**config.mk**
```make
export PLATFORM = sky130hd
export DESIGN_NAME = symm_apply4
export DESIGN_NICKNAME = d
export VERILOG_FILES = /design/src/rtl/ica_pkg.sv /design/src/rtl/mac_sat26.sv /design/src/rtl/symm_apply4.sv
export SDC_FILE = /design/constraint.sdc
export NUM_CORES = 2
export LEC_CHECK = 0
export CAP_MARGIN = 20
export CORE_AREA = 2 2 492 494
export DETAILED_ROUTE_END_ITERATION = 8
export DIE_AREA = 0 0 494 496
export GPL_ROUTABILITY_DRIVEN = 0
export PLACE_DENSITY = 0.57
export SETUP_SLACK_MARGIN = 0.2
export SLEW_MARGIN = 20
export SYNTH_ARGS = -nofsm -noshare
export SYNTH_HDL_FRONTEND = slang
export SYNTH_SLANG_ARGS = --single-unit
```
**constraint.sdc**
```tcl
create_clock -name clk_app4 -period 27.2 [get_ports clk_app4]
set_input_delay 5.44 -clock clk_app4 [delete_from_list [all_inputs] [get_ports clk_app4]]
set_output_delay 5.44 -clock clk_app4 [all_outputs]
set_load 0.005 [all_outputs]
```
**src/rtl/ica_pkg.sv**
```systemverilog
// Shared definitions for the ICA decorrelation datapath: Q12.13 widths,
// the control state encoding and the saturating accumulator narrow.
package ica_pkg;

  localparam int DATA_W = 26;
  localparam int FRAC_W = 13;
  localparam int ACC_W  = 54;

  typedef enum logic [1:0] {
    IDLE = 2'd0,
    RUN  = 2'd1,
    DONE = 2'd2
  } state_t;

  localparam logic signed [ACC_W-1:0] ACC_SAT_MAX =
    {{(ACC_W-DATA_W+1){1'b0}}, {(DATA_W-1){1'b1}}};
  localparam logic signed [ACC_W-1:0] ACC_SAT_MIN =
    {{(ACC_W-DATA_W+1){1'b1}}, {(DATA_W-1){1'b0}}};

  // Drops the fraction (arithmetic shift, floor) and clamps to DATA_W.
  function automatic logic [DATA_W-1:0] sat_narrow(input logic signed [ACC_W-1:0] acc);
    logic signed [ACC_W-1:0] sh;
    sh = acc >>> FRAC_W;
    if (sh > ACC_SAT_MAX)
      return {1'b0, {(DATA_W-1){1'b1}}};
    else if (sh < ACC_SAT_MIN)
      return {1'b1, {(DATA_W-1){1'b0}}};
    else
      return sh[DATA_W-1:0];
  endfunction

endpackage

```
**src/rtl/mac_sat26.sv**
```systemverilog
// Single registered signed multiply-accumulate; clr restarts the sum with this
// cycle's product, sat_o is the narrowed value of the sum being registered.
module mac_sat26
  import ica_pkg::*;
(
  input  logic                     clk,
  input  logic                     rst_n,
  input  logic                     en_i,
  input  logic                     clr_i,
  input  logic signed [DATA_W-1:0] a_i,
  input  logic signed [DATA_W-1:0] b_i,
  output logic        [DATA_W-1:0] sat_o
);

  logic signed [ACC_W-1:0]    acc_q, acc_d;
  logic signed [2*DATA_W-1:0] prod;
  logic signed [ACC_W-1:0]    prod_ext;
  logic signed [ACC_W-1:0]    acc_nxt;

  always_comb begin
    prod     = $signed({{DATA_W{a_i[DATA_W-1]}}, a_i}) *
               $signed({{DATA_W{b_i[DATA_W-1]}}, b_i});
    prod_ext = {{(ACC_W-2*DATA_W){prod[2*DATA_W-1]}}, prod};
    acc_nxt  = (clr_i ? '0 : acc_q) + prod_ext;
    acc_d    = en_i ? acc_nxt : acc_q;
    sat_o    = sat_narrow(acc_nxt);
  end

  always_ff @(posedge clk or negedge rst_n) begin
    if (!rst_n) acc_q <= '0;
    else        acc_q <= acc_d;
  end

endmodule

```
**src/rtl/symm_apply4.sv**
```systemverilog
// Computes O = A*W for 4x4 Q13 matrices with one shared MAC over 64 cycles;
// start is only accepted while idle, done pulses once per completed product.
module symm_apply4
  import ica_pkg::*;
(
  input  logic              clk_app4,
  input  logic              rstn_app4,
  input  logic              start_app4,
  input  logic [DATA_W-1:0] a11, a12, a13, a14,
  input  logic [DATA_W-1:0] a21, a22, a23, a24,
  input  logic [DATA_W-1:0] a31, a32, a33, a34,
  input  logic [DATA_W-1:0] a41, a42, a43, a44,
  input  logic [DATA_W-1:0] w11, w12, w13, w14,
  input  logic [DATA_W-1:0] w21, w22, w23, w24,
  input  logic [DATA_W-1:0] w31, w32, w33, w34,
  input  logic [DATA_W-1:0] w41, w42, w43, w44,
  output logic              busy_app4,
  output logic              done_app4,
  output logic [DATA_W-1:0] o11, o12, o13, o14,
  output logic [DATA_W-1:0] o21, o22, o23, o24,
  output logic [DATA_W-1:0] o31, o32, o33, o34,
  output logic [DATA_W-1:0] o41, o42, o43, o44
);

  state_t state_q, state_d;
  logic [5:0] idx_q, idx_d;
  logic busy_q, busy_d, done_q, done_d;
  logic [3:0][3:0][DATA_W-1:0] a_in, w_in;
  logic [3:0][3:0][DATA_W-1:0] a_q, a_d, w_q, w_d, o_q, o_d;
  logic [1:0] r, c, k;
  logic              mac_en, mac_clr;
  logic [DATA_W-1:0] mac_a, mac_b, mac_sat;

  assign a_in[0][0] = a11; assign a_in[0][1] = a12; assign a_in[0][2] = a13; assign a_in[0][3] = a14;
  assign a_in[1][0] = a21; assign a_in[1][1] = a22; assign a_in[1][2] = a23; assign a_in[1][3] = a24;
  assign a_in[2][0] = a31; assign a_in[2][1] = a32; assign a_in[2][2] = a33; assign a_in[2][3] = a34;
  assign a_in[3][0] = a41; assign a_in[3][1] = a42; assign a_in[3][2] = a43; assign a_in[3][3] = a44;
  assign w_in[0][0] = w11; assign w_in[0][1] = w12; assign w_in[0][2] = w13; assign w_in[0][3] = w14;
  assign w_in[1][0] = w21; assign w_in[1][1] = w22; assign w_in[1][2] = w23; assign w_in[1][3] = w24;
  assign w_in[2][0] = w31; assign w_in[2][1] = w32; assign w_in[2][2] = w33; assign w_in[2][3] = w34;
  assign w_in[3][0] = w41; assign w_in[3][1] = w42; assign w_in[3][2] = w43; assign w_in[3][3] = w44;

  assign o11 = o_q[0][0]; assign o12 = o_q[0][1]; assign o13 = o_q[0][2]; assign o14 = o_q[0][3];
  assign o21 = o_q[1][0]; assign o22 = o_q[1][1]; assign o23 = o_q[1][2]; assign o24 = o_q[1][3];
  assign o31 = o_q[2][0]; assign o32 = o_q[2][1]; assign o33 = o_q[2][2]; assign o34 = o_q[2][3];
  assign o41 = o_q[3][0]; assign o42 = o_q[3][1]; assign o43 = o_q[3][2]; assign o44 = o_q[3][3];

  assign busy_app4 = busy_q;
  assign done_app4 = done_q;

  always_ff @(posedge clk_app4 or negedge rstn_app4) begin
    if (!rstn_app4) state_q <= IDLE;
    else            state_q <= state_d;
  end

  always_comb begin
    state_d = state_q;
    case (state_q)
      IDLE:    if (start_app4) state_d = RUN;
      RUN:     if (idx_q == 6'd63) state_d = DONE;
      DONE:    state_d = IDLE;
      default: state_d = IDLE;
    endcase
  end

  // busy/done are registered, so they trail the state by one cycle.
  always_comb begin
    busy_d = (state_q != IDLE);
    done_d = (state_q == DONE);
  end

  assign r = idx_q[5:4];
  assign c = idx_q[3:2];
  assign k = idx_q[1:0];

  assign mac_en  = (state_q == RUN);
  assign mac_clr = (k == 2'd0);
  assign mac_a   = a_q[r][k];
  assign mac_b   = w_q[k][c];

  mac_sat26 u_mac (
    .clk   (clk_app4),
    .rst_n (rstn_app4),
    .en_i  (mac_en),
    .clr_i (mac_clr),
    .a_i   (mac_a),
    .b_i   (mac_b),
    .sat_o (mac_sat)
  );

  always_comb begin
    a_d   = a_q;
    w_d   = w_q;
    o_d   = o_q;
    idx_d = idx_q;
    if (state_q == IDLE && start_app4) begin
      a_d   = a_in;
      w_d   = w_in;
      idx_d = '0;
    end
    if (state_q == RUN) begin
      idx_d = idx_q + 6'd1;
      if (k == 2'd3) o_d[r][c] = mac_sat;
    end
  end

  always_ff @(posedge clk_app4 or negedge rstn_app4) begin
    if (!rstn_app4) begin
      idx_q  <= '0;
      busy_q <= 1'b0;
      done_q <= 1'b0;
      a_q    <= '0;
      w_q    <= '0;
      o_q    <= '0;
    end else begin
      idx_q  <= idx_d;
      busy_q <= busy_d;
      done_q <= done_d;
      a_q    <= a_d;
      w_q    <= w_d;
      o_q    <= o_d;
    end
  end

endmodule

```
* After elaboration in Yosys (flattened, before gate mapping)
Index checks and enable logic that the tools add are counted.
Word-level totals: memories kept 0, register bits after elaboration 1312, bits in latches 0, logic and storage cells 99, bits in read-only memories 0, bits in writable memories 0
Operators by class: order comparisons 7, muxes and demuxes 21, div/mod/pow operators 0, add/sub/neg operators 2, bitwise operators 0, reduce and logical (&&, ||, !) cells 9, shifts and indexed selects 0, equal/unequal tests 6, multiply operators 1
Operators with widths (count):
- $bmux 104 s2 | 2
- $bwmux 416 | 1
- $mux 104 | 3
- $demux 104 s2 | 1
- $mux 26 | 5
- $bmux 26 s2 | 2
- $add 54x54->54 | 1
- $mux 54 | 1
- $demux 26 s2 | 1
- $mul 26x26->52 | 1
- $gt 41x26->1 const B | 1
- $lt 41x26->1 const B | 1
- $mux 6 | 2
- $lt 2x3->1 const B | 3
- $add 6x1->6 const B | 1
- $eq 6x6->1 const B | 1
- $eq 2x2->1 const B | 2
- $ge 2x1->1 const B | 2
- $logic_not 2->1 | 2
- $mux 2 | 2
- $ne 2x2->1 const B | 2
- $pmux 2 s2 | 1
- $reduce_and 2->1 | 2
- $reduce_bool 2->1 | 2
- other kinds (2) | 4

* Logic depth before layout (Yosys ltp)
depth after elaboration 10, depth in mapped cells 53, gate-level depth less buffers 44

* Cells and area by module
Synthesis repeated with hierarchy kept, for this count alone.
Second synthesis, totals: cells, all modules 8290, area, all modules 83119.7 um^2
Modules (own cells, without submodules):
- symm_apply4 | area each 52885.7 um^2, cells an instance 4920, times used 1, seq. area each 31480.2 um^2
- mac_sat26 | area each 30234.0 um^2, cells an instance 3370, times used 1, seq. area each 1351.3 um^2

* Worst setup path before layout
OpenSTA, ideal clock, no wires.
path type register to register, from register idx_q[4], to register o_q, in the netlist o32[22], slack 14.329 ns, required time 27.042 ns, period minus slack after synthesis 12.871 ns, cell stages (with the launch flop) 50, data arrival time 12.712 ns, path buffers 6, cell sequence dfrtp_1 > clkbuf_1 > buf_2 > buf_1 > buf_1 > mux4_2 > nand2_1 > nand2_1 > o21ai_1 > nor2_1 > fa_1 > inv_1 > fa_1 > inv_1 > fa_1 > inv_1 > fa_1 > inv_1 > (+14 left out) > a31o_2 > a21o_1 > a21oi_1 > xnor2_1 > ha_1 > and3_1 > nand2_1 > nor4b_1 > nor3_1 > o41ai_1 > and3_1 > o21ai_0 > a21oi_1 > o211ai_2 > buf_4 > o211ai_2 > buf_4 > o311ai_1
On the way: cells in the longest elaborated chain, start to end 10, elaborated cells between the ends (all ways) 16
Ends and longest elaborated chain:
- start: declaration | line symm_apply4.sv:26 | logic [5:0] idx_q, idx_d;
- start signal: assignment | line symm_apply4.sv:116 | idx_q <= idx_d;
- $bmux 104 s2 | line symm_apply4.sv:78 | assign mac_a = a_q[r][k];
- $mux 104 (not written as such) | line symm_apply4.sv:78
- $bmux 26 s2 | line symm_apply4.sv:78
- $mux 26 (not written as such) | line symm_apply4.sv:78
- $mul 26x26->52 | line mac_sat26.sv:21 | prod = $signed({{DATA_W{a_i[DATA_W-1]}}, a_i}) *
- $add 54x54->54 | line mac_sat26.sv:24 | acc_nxt = (clr_i ? '0 : acc_q) + prod_ext;
- $lt 41x26->1 | line ica_pkg.sv:26 | else if (sh < ACC_SAT_MIN)
- $mux 26 | line ica_pkg.sv:26
- $mux 26 | line ica_pkg.sv:24 | if (sh > ACC_SAT_MAX)
- $bwmux 416 (*) | line symm_apply4.sv:103 | if (k == 2'd3) o_d[r][c] = mac_sat;
- end signal: assignment | line symm_apply4.sv:114 | o_q <= '0;
- end signal: assignment | line symm_apply4.sv:121 | o_q <= o_d;
- end: declaration | line symm_apply4.sv:29 | logic [3:0][3:0][DATA_W-1:0] a_q, a_d, w_q, w_d, o_q, o_d;
Every way passes the cells marked *; elsewhere a longest branch is shown, timed or not. The select of a mux whose other input is x is not followed. A chain may end at the register's enable or synchronous reset.

* Final worst setup path
from register idx_q[1], to register o_q, in the netlist o23[8]
On the way: cells in the longest elaborated chain, start to end 10, elaborated cells between the ends (all ways) 17
Ends and longest elaborated chain:
- $bmux 104 s2 | line symm_apply4.sv:79 | assign mac_b = w_q[k][c];
- $mux 104 (not written as such) | line symm_apply4.sv:79
- $bmux 26 s2 | line symm_apply4.sv:79
- $mux 26 (not written as such) | line symm_apply4.sv:79
- $mul 26x26->52 | line mac_sat26.sv:21
- $add 54x54->54 | line mac_sat26.sv:24
- $lt 41x26->1 | line ica_pkg.sv:26
- $mux 26 | line ica_pkg.sv:26
- $mux 26 | line ica_pkg.sv:24
- $bwmux 416 | line symm_apply4.sv:103
Parallel ways exist; a longest one is shown, timed or not. The select of a mux whose other input is x is not followed.

==> flow_metrics.py <==
metrics = {
    "placed_design": {
        "postPlaceCellArea_um2": 100000,
        "hpwl_um": 257000,
        "port-buffer-count": 1252,
        "dp_cells": 13023,
    },
    "clock_tree": {
        "clkSinkCount": 1312,
        "cts_tree": "yes",
        "cts_setup_buffers": 0,
        "cts_buffers": 152,
        "root_buffer": "clkbuf_16",
        "cts_resized": 0,
        "clockBufferDepth": 3,
        "clk_pin_slew_ps": 60,
        "clk_latency_ps": 860,
        "cts-hold-fix-buffers": 0,
        "h-tree-depth": 4,
    },
    "sta": {
        "hold_violations": 0,
        "finalMaxSlewViolations": 0,
        "fin_crit_sh_pct": 62.3,
        "fmax_ghz": 0.0590,
        "worstMarginPinSlew_ps": 1110,
        "period_minus_slack_ps": 16940,
        "clock-skew-final_ps": 58.9,
        "rsz0062_at_grt": "no",
        "slew_headroom_pct": 25.3,
        "setup_viol": 0,
        "finalSetupTns_ps": 0,
    },
    "logic_synthesis": {
        "synth_top_cell_by_area": "dfrtp_1",
        "synth_enable_flop_cells": 0,
        "async_reset_ff_share_pct": 100,
        "synth.distinct_cells": 86,
        "synth.yosys.seq_area_share_pct": 38.8,
        "yosys_warnings": 0,
        "ys_ff_latch": 1312,
        "postSynthAreaPerCell_um2": 9.37,
        "syn_nets": 10787,
        "synthTopCellsByArea": "dfrtp_1, fa_1, nand2_1, mux4_2, o311ai_1",
        "synth_top_area_share_pct": 38.8,
        "syn_inst": 9039,
        "synth_most_common_cell": "nand2_1",
        "synth_common_cells": "nand2_1, dfrtp_1, inv_1, fa_1, clkbuf_1",
        "synth_ff_type": "dfrtp_1",
        "netlist_area_um2": 84700,
    },
    "flow_run": {
        "max-cap-violations": 0,
    },
    "finish": {
        "drive_gt1_share_pct": 7.12,
        "postLayoutCellArea_um2": 106000,
        "syn2layout_area_growth_pct": 24.7,
        "fin_nets": 11741,
        "finalNonFillerCells": 13355,
    },
    "die": {
        "initial_utilization_pct": 35.3,
        "die_h_um": 496,
        "fp.dieW_um": 494,
        "num_rows": 180,
        "dieArea_um2": 245000,
        "core_area_um2": 240000,
        "ioPinCount": 1253,
    },
    "worst_setup_path": {
        "crit_start": "idx_q[1]",
        "cpMaxStageDelayCell": "buf_4",
        "crit_top_cell": "fa_1",
        "reg2reg_depth": 44,
        "worstSetupPathType": "reg -> reg",
        "crit_required_ps": 27840,
        "max_stage_delay_ps": 950,
        "reg2reg_slack_ps": 10260,
        "arrival_ps": 17580,
        "reg2reg_to": "o23[8]",
        "startpoint_type": "register",
        "crit_fanout": 220,
        "endpoint_kind": "register",
        "r2r-start": "idx_q[1]",
    },
    "global_route": {
        "overflow": 0,
        "track_usage_pct": 27.5,
        "grt_pass1_wl_um": 495000,
        "first_global_vias": 72053,
        "grt_max_degree": 221,
        "antenna_found_initial": 76,
    },
    "drt": {
        "ant_nets": 0,
        "routedWlPerCell_um": 25.6,
        "drt_iter0_markers": 7442,
        "first_pass_iters": 7,
        "via_count": 70815,
        "drc_errors": 0,
        "viasPerCell": 5.30,
        "routed_wl_um": 342000,
    },
    "hold_path": {
        "min-delay-start": "u_mac.acc_q[0]",
        "hold-path-cell-count": 2,
        "hold_path.class": "reg -> reg",
        "min_to": "u_mac.acc_q[0]",
    },
    "outcome": {
        "status": "completed",
    },
}
-- critical path, delay by kind of cell (launching register included) --
family	cells	cell delay, ps
AOI/OAI and AO/OA	16	4060
xor gates and xnor gates	1	90
adders and majority gates	9	4470
buffers and inverters	10	4160
DFF	1	830
muxes	2	1230
and+or+nand+nor	6	1520
-- per-stage QoR --
stage | hold slack [ps] | worst slack (ps) | util, %
after CTS | 470 | 10470 | 44.0
after detailed placement | 456 | 10570 | 41.8
after floorplan | 438 | 14330 | -
after global routing | 484 | 9530 | 44.1
after global placement | 450 | 10680 | 41.8
final | 465 | 10260 | 44.1
-- layout by cell type (no fill, tap or decap), types with 29 or more instances in the layout --
cell             Yosys  routed
inv_1              886     886
nand2_1           3477    3473
nand3_1             47      44
o311ai_1           384     382
clkbuf_16            0     152
mux4_2             240     240
buf_4               11     112
fa_1               711     711
nor2_1             318     318
dfrtp_1           1312    1306
xnor2_1             75      65
clkbuf_1           424      35
o211ai_1            37      37
o21ai_0            122     114
clkdlybuf4s50_1      0    1251
a21oi_1            112     111
nor2b_1             75      75
a21o_1              40      40
ha_1               202     201
and2_1              42      41
diode_2              0      58
clkbuf_8             0      29
-- worst max-delay path by stage --
stage               endpoint  slack, ps  cells past startpoint
global placement      o23[9]      10680                     45
CTS                   o23[9]      10470                     42
global route          o23[9]       9530                     47
detailed placement    o23[9]      10570                     42
floorplan            o32[22]      14330                     49
finish                o23[8]      10260                     44
-- state kept, by name (all words and copies together) (netlist names) --
signal and cells:
a_q 416, w_q 416, u_mac.acc_q 54, o11 26, o12 26, o13 26, o14 26, o21 26
o22 26, o23 26, o24 26, o31 26, o32 26, o33 26, o34 26, o41 26
o42 26, o43 26, o44 26, idx_q 6, state_q 2, busy_app4 1, done_app4 1
-- routing by layer --
metal	global-route usage, %	vias to the layer above	share of wire [%]
li1	-	30925	-
met3	5.60	649	7.9
met1	36.1	36034	40
met2	44.4	3187	48
met4	11.7	20	4.4
met5	0	-	0.038
-- cells by family (layout without fill, tap and decap cells) --
group                    count (synthesis)  after routing  share of synthesized area (%)
other                                    0             58                              0
buffers and inverters                 1469           2542                           6.68
AO/OA/AOI/OAI                          865            865                           7.77
adder cells (fa/ha/maj)                913            913                           19.8
AND/OR/NAND/NOR                       4092           4092                           19.0
XOR/XNOR                               103            103                           1.09
flip-flops                            1312           1312                           38.8
multiplexers                           285            285                           6.96
-- final cells by class --
type,instances,area [µm²]
Timing Repair Buffer,1373,13600
Multi-Input combinational cell,6258,46500
Sequential cell,1312,32800
Clock inverter,57,873
Inverter,896,3360
Clock buffer,216,4330
Antenna cell,58,145
Fill cell,23274,134000
Tap cell,3185,3990
Power is left out: the tool's default activity adds up to more than one toggle a clock period on the data nets, which glitch-free logic cannot reach.
